**src/rtl/lane_game_engine.sv**
```systemverilog
// Lane-crossing game engine: frog position, per-lane cars, lives/score state machine
// and registered tile-hit flags for a tile-based video renderer.
module lane_game_engine #(
    parameter int N_LANES     = 4,
    parameter int GAME_WIDTH  = 20,
    parameter int GAME_HEIGHT = 15,
    parameter int BASE_PERIOD = 8,
    parameter int LIVES       = 3,
    parameter int SCORE_LIMIT = 99,
    parameter int HIT_FRAMES  = 30
) (
    input  logic                 i_Clk,
    input  logic                 i_Rst,
    input  logic                 i_Game_Start,
    input  logic                 i_Frame_Tick,
    input  logic                 i_Up_Mvt,
    input  logic                 i_Down_Mvt,
    input  logic                 i_Left_Mvt,
    input  logic                 i_Right_Mvt,
    input  logic [4:0]           i_Col_Count_Div,
    input  logic [4:0]           i_Row_Count_Div,
    output logic [4:0]           o_Frog_X,
    output logic [4:0]           o_Frog_Y,
    output logic [5*N_LANES-1:0] o_Car_X,
    output logic [6:0]           o_Score,
    output logic [1:0]           o_Lives,
    output logic [2:0]           o_State,
    output logic                 o_Game_Active,
    output logic                 o_Draw_Frog,
    output logic                 o_Draw_Car
);
    localparam int CNT_W = $clog2(BASE_PERIOD + N_LANES) + 1;
    localparam int HIT_W = $clog2(HIT_FRAMES + 1) + 1;
    localparam logic [4:0] START_X = 5'(GAME_WIDTH / 2);
    localparam logic [4:0] START_Y = 5'(GAME_HEIGHT - 1);
    localparam logic [4:0] MAX_X   = 5'(GAME_WIDTH - 1);

    typedef enum logic [2:0] {
        S_IDLE      = 3'b000,
        S_RUNNING   = 3'b001,
        S_HIT       = 3'b010,
        S_WIN       = 3'b011,
        S_GAME_OVER = 3'b100
    } state_t;

    state_t           state;
    logic [4:0]       frog_x, frog_y;
    logic [4:0]       car_x     [N_LANES];
    logic [CNT_W-1:0] frame_cnt [N_LANES];
    logic [HIT_W-1:0] hit_cnt;
    logic [6:0]       score;
    logic [1:0]       lives;
    logic             draw_frog, draw_car;
    logic             collision, car_tile, active, restart;

    function automatic logic [4:0] lane_row(input int k);
        return 5'(GAME_HEIGHT - 2 - 2 * k);
    endfunction

    // Even lanes drift right, odd lanes drift left, both wrap around the board.
    function automatic logic [4:0] car_step(input logic [4:0] x, input int k);
        if (k % 2 == 0) return (x == MAX_X) ? 5'd0 : x + 5'd1;
        return (x == 5'd0) ? MAX_X : x - 5'd1;
    endfunction

    function automatic logic [4:0] sat_dec(input logic [4:0] v);
        return (v == 5'd0) ? 5'd0 : v - 5'd1;
    endfunction

    function automatic logic [4:0] sat_inc(input logic [4:0] v, input logic [4:0] lim);
        return (v >= lim) ? lim : v + 5'd1;
    endfunction

    assign active  = (state == S_RUNNING) || (state == S_HIT);
    assign restart = i_Game_Start && !active && (state != S_RUNNING);

    always_comb begin
        collision = 1'b0;
        car_tile  = 1'b0;
        for (int k = 0; k < N_LANES; k++) begin
            if (frog_y == lane_row(k) && frog_x == car_x[k]) collision = 1'b1;
            if (i_Row_Count_Div == lane_row(k) && i_Col_Count_Div == car_x[k]) car_tile = 1'b1;
        end
    end

    // Lane cars and their frame counters.
    always_ff @(posedge i_Clk) begin
        for (int k = 0; k < N_LANES; k++) begin
            if (i_Rst || restart) begin
                car_x[k]     <= 5'd0;
                frame_cnt[k] <= '0;
            end else if (active && i_Frame_Tick) begin
                if (frame_cnt[k] == CNT_W'(BASE_PERIOD + k - 1)) begin
                    frame_cnt[k] <= '0;
                    car_x[k]     <= car_step(car_x[k], k);
                end else begin
                    frame_cnt[k] <= frame_cnt[k] + 1'b1;
                end
            end
        end
    end

    // Game state machine: collisions outrank the goal row, which outranks moves.
    always_ff @(posedge i_Clk) begin
        if (i_Rst) begin
            state   <= S_IDLE;
            score   <= 7'd0;
            lives   <= 2'(LIVES);
            frog_x  <= START_X;
            frog_y  <= START_Y;
            hit_cnt <= '0;
        end else begin
            case (state)
                S_RUNNING: begin
                    if (collision) begin
                        lives   <= lives - 2'd1;
                        hit_cnt <= '0;
                        state   <= (lives == 2'd1) ? S_GAME_OVER : S_HIT;
                    end else if (frog_y == 5'd0) begin
                        score  <= score + 7'd1;
                        frog_x <= START_X;
                        frog_y <= START_Y;
                        if (score + 7'd1 == 7'(SCORE_LIMIT)) state <= S_WIN;
                    end else if (i_Up_Mvt) begin
                        frog_y <= sat_dec(frog_y);
                    end else if (i_Down_Mvt) begin
                        frog_y <= sat_inc(frog_y, START_Y);
                    end else if (i_Left_Mvt) begin
                        frog_x <= sat_dec(frog_x);
                    end else if (i_Right_Mvt) begin
                        frog_x <= sat_inc(frog_x, MAX_X);
                    end
                end
                S_HIT: begin
                    if (i_Frame_Tick) begin
                        if (hit_cnt == HIT_W'(HIT_FRAMES - 1)) begin
                            hit_cnt <= '0;
                            frog_x  <= START_X;
                            frog_y  <= START_Y;
                            state   <= S_RUNNING;
                        end else begin
                            hit_cnt <= hit_cnt + 1'b1;
                        end
                    end
                end
                default: begin
                    if (i_Game_Start) begin
                        state   <= S_RUNNING;
                        score   <= 7'd0;
                        lives   <= 2'(LIVES);
                        frog_x  <= START_X;
                        frog_y  <= START_Y;
                        hit_cnt <= '0;
                    end
                end
            endcase
        end
    end

    always_ff @(posedge i_Clk) begin
        if (i_Rst) begin
            draw_frog <= 1'b0;
            draw_car  <= 1'b0;
        end else begin
            draw_frog <= (state != S_IDLE) && (i_Col_Count_Div == frog_x) && (i_Row_Count_Div == frog_y);
            draw_car  <= (state != S_IDLE) && car_tile;
        end
    end

    for (genvar g = 0; g < N_LANES; g++) begin : g_car_out
        assign o_Car_X[5*g +: 5] = car_x[g];
    end

    assign o_Frog_X      = frog_x;
    assign o_Frog_Y      = frog_y;
    assign o_Score       = score;
    assign o_Lives       = lives;
    assign o_State       = state;
    assign o_Game_Active = active;
    assign o_Draw_Frog   = draw_frog;
    assign o_Draw_Car    = draw_car;
endmodule
```
**config.mk**
```make
export PLATFORM = sky130hd
export DESIGN_NAME = lane_game_engine
export DESIGN_NICKNAME = d
export VERILOG_FILES = /design/src/rtl/lane_game_engine.sv
export SDC_FILE = /design/constraint.sdc
export NUM_CORES = 1
export LEC_CHECK = 0
export ABC_AREA = 0
export CORE_MARGIN = 10
export CORE_UTILIZATION = 40
export DETAILED_ROUTE_END_ITERATION = 10
export GPL_TIMING_DRIVEN = 0
export HOLD_SLACK_MARGIN = 0.08
export SYNTH_ARGS = -nofsm -noshare
export SYNTH_HDL_FRONTEND = slang
export SYNTH_SLANG_ARGS = --single-unit
```
**constraint.sdc**
```tcl
create_clock -name i_Clk -period 4.9 [get_ports i_Clk]
set_input_delay 0.98 -clock i_Clk [delete_from_list [all_inputs] [get_ports i_Clk]]
set_output_delay 0.98 -clock i_Clk [all_outputs]
set_load 0.01 [all_outputs]
```
==> reports/metrics.yaml <==
status: "finished clean"
worst_pin_slew_ns: 0.749
htreeDepth: 3
final_cell_mix: "nor2_1 (65), clkdlybuf4s50_1 (56), xnor2_1 (51)"
place_ws_ns: 1.21
final_antenna_net_count: 0
multi_input_area_sq_um: 2810
fin_cells: 751
first_pass_iters: 4
slew_headroom_pct: 49.5
required_ns: 4.81
grt_pass1_vias: 4030
fin_util_pct: 49.5
initial_core_util_pct: 40.8
crit_fanout: 15
syn-cell-area_sq_um: 4900
place_hpwl_um: 9520
synth_area_per_cell_sq_um: 9.19
regArea_sq_um: 1800
rsz0062_at_grt: "false"
place_inst: 736
track_usage_pct: 15.1
drtIter0Drc: 251
cts.sink_count: 70
viasPerCell: 5.54
crit_type: "input port to flop"
yosys_register_bits: 70
timing.fmax_ghz: 0.302
rows: 40
final_hold_viol_count: 0
yosysUniqueCellTypes: 71
postCtsSetupBuffers: 0
synth_edf_count: 40
gp_congestion: 0.814
synthCells: 533
grt_pass1_wl_um: 20600
numCtsBuffers: 9
final_area_sq_um: 5940
clk_pin_slew_worst_paths_ns: 0.05
fin_setup_tns_ns: 0
ys_warn_count: 0
io_buffers: 56
power_density_nw_per_um2: 272
async_flop_share_pct: 0
clock_latency_ns: 0.34
finClkSkew_ns: 0.00930
syn_nets: 574
totalPowerFinal_mw: 1.62
cp-end-kind: "flop"
setup_viol: 0
postLayoutSetupSlackWorst_ns: 1.59
cts.repair.resized: 0
final_nets: 641
wl_um: 12900
postCtsHoldBufs: 0
drive_gt1_share_pct: 9.44
grt_antenna_before_repair: 0
avgRoutedWirePerCell_um: 17.1
cts_tree: "yes"
fin_crit_sh_pct: 67.6
die_w_um: 131
crit_arrival_ns: 3.22
io_pins: 63
hp-class: "flop to flop"
startpoint_type: "input port"
clock_path_buffers: 2
synthFlopType: "edfxtp_1"
cap_violations: 0
die_h_um: 131
overflow: 0
report.final.slew_viol_count: 0
design.core.area_sq_um: 12000
route.vias.total: 4161
grt_max_degree: 16
whs_ns: 0.487
seq_area_frac_synth_pct: 36.8
syn_to_final_growth_pct: 21.4
cts_root_buffer: "clkbuf_16"
period_needed_ns: 3.31
diodes: 0
p_leak_nw: 2.11
die_area_sq_um: 17100
max-vdd-ir-drop_mv: 0.168
drc: 0
dpl-instance-area_sq_um: 5640
fillers: 1159
layout_commonest_cell: "nor2_1"
[flip-flops by register name (all words and copies together), names as in the netlist]
| name | cells |
|---|---|
| car_x | 20 |
| frame_cnt | 20 |
| hit_cnt | 6 |
| o_Draw_Car | 1 |
| o_Draw_Frog | 1 |
| o_Frog_X | 5 |
| o_Frog_Y | 5 |
| o_Lives | 2 |
| o_Score | 7 |
| o_State | 3 |
[cells by family (layout without fill, tap and decap cells)]
logic type,count (synthesis),count (layout),synth area share (%)
and+or+nand+nor,211,211,23.7
AOI/OAI and AO/OA,95,95,13.3
xor gates and xnor gates,76,76,13.6
DFF,70,70,36.8
buffers and inverters,53,124,5.80
adders and majority gates,23,23,5.88
muxes,5,5,1.02
[final timing paths]
check	start	endpoint	slack, ns	depth (start not counted)
hold reg to reg	hit_cnt[5]	hit_cnt[5]	0.49	2
setup / recovery	i_Rst	frame_cnt[2][1]	1.59	4
setup reg to reg	o_State[1]	frame_cnt[2][1]	2.51	6
hold / removal	hit_cnt[5]	hit_cnt[5]	0.49	2
[critical path: stages]
cell             delay (ns)
clkdlybuf4s50_1        0.62
clkbuf_1               0.38
a21oi_1                0.62
nand2_1                0.61
[cell type report]
| type | instances | share of cell area, % |
|---|---|---|
| Inverter | 22 | 1.39 |
| Tap cell | 147 | 3.09 |
| Timing Repair Buffer | 56 | 9.43 |
| Buffer | 31 | 3.39 |
| Clock inverter | 6 | 1.30 |
| Sequential cell | 70 | 30.3 |
| Clock buffer | 9 | 3.79 |
| Multi-Input combinational cell | 410 | 47.3 |
[power by group]
part           total (mW)  switching (mW)  internal (mW)  leakage (nW)
clock               0.682           0.245          0.437         0.150
combinational       0.249           0.136          0.113          1.28
sequential          0.687          0.0354          0.652         0.679
[per-layer routing]
metal | wire (um) | track usage, % | vias up
li1 | - | - | 2029
met1 | 6050 | 19.9 | 2022
met2 | 5920 | 23.6 | 95
met3 | 677 | 3.10 | 15
met4 | 216 | 6.41 | 0
met5 | 0 | 0 | -
[cell usage after synthesis, types with 5 or more instances]
library cell / number / area (sq um)
xnor2_1: 51 / 447
nand4_1: 7 / 43.8
nor3_1: 12 / 60.1
xor2_1: 25 / 219
dfxtp_1: 30 / 601
nand2_1: 32 / 120
nand4b_1: 6 / 52.6
o21ai_0: 23 / 115
buf_6: 7 / 78.8
nor2b_1: 6 / 37.5
ha_1: 23 / 288
nor4_1: 6 / 37.5
inv_1: 22 / 82.6
clkbuf_1: 10 / 37.5
and3_1: 6 / 37.5
a31oi_1: 6 / 37.5
nand2b_1: 6 / 37.5
edfxtp_1: 40 / 1200
mux2i_1: 5 / 50.1
nand3_1: 30 / 150
or4_1: 5 / 37.5
buf_4: 5 / 37.5
a21oi_1: 24 / 120
nor2_1: 65 / 244
(Power assumes the default switching activity.)
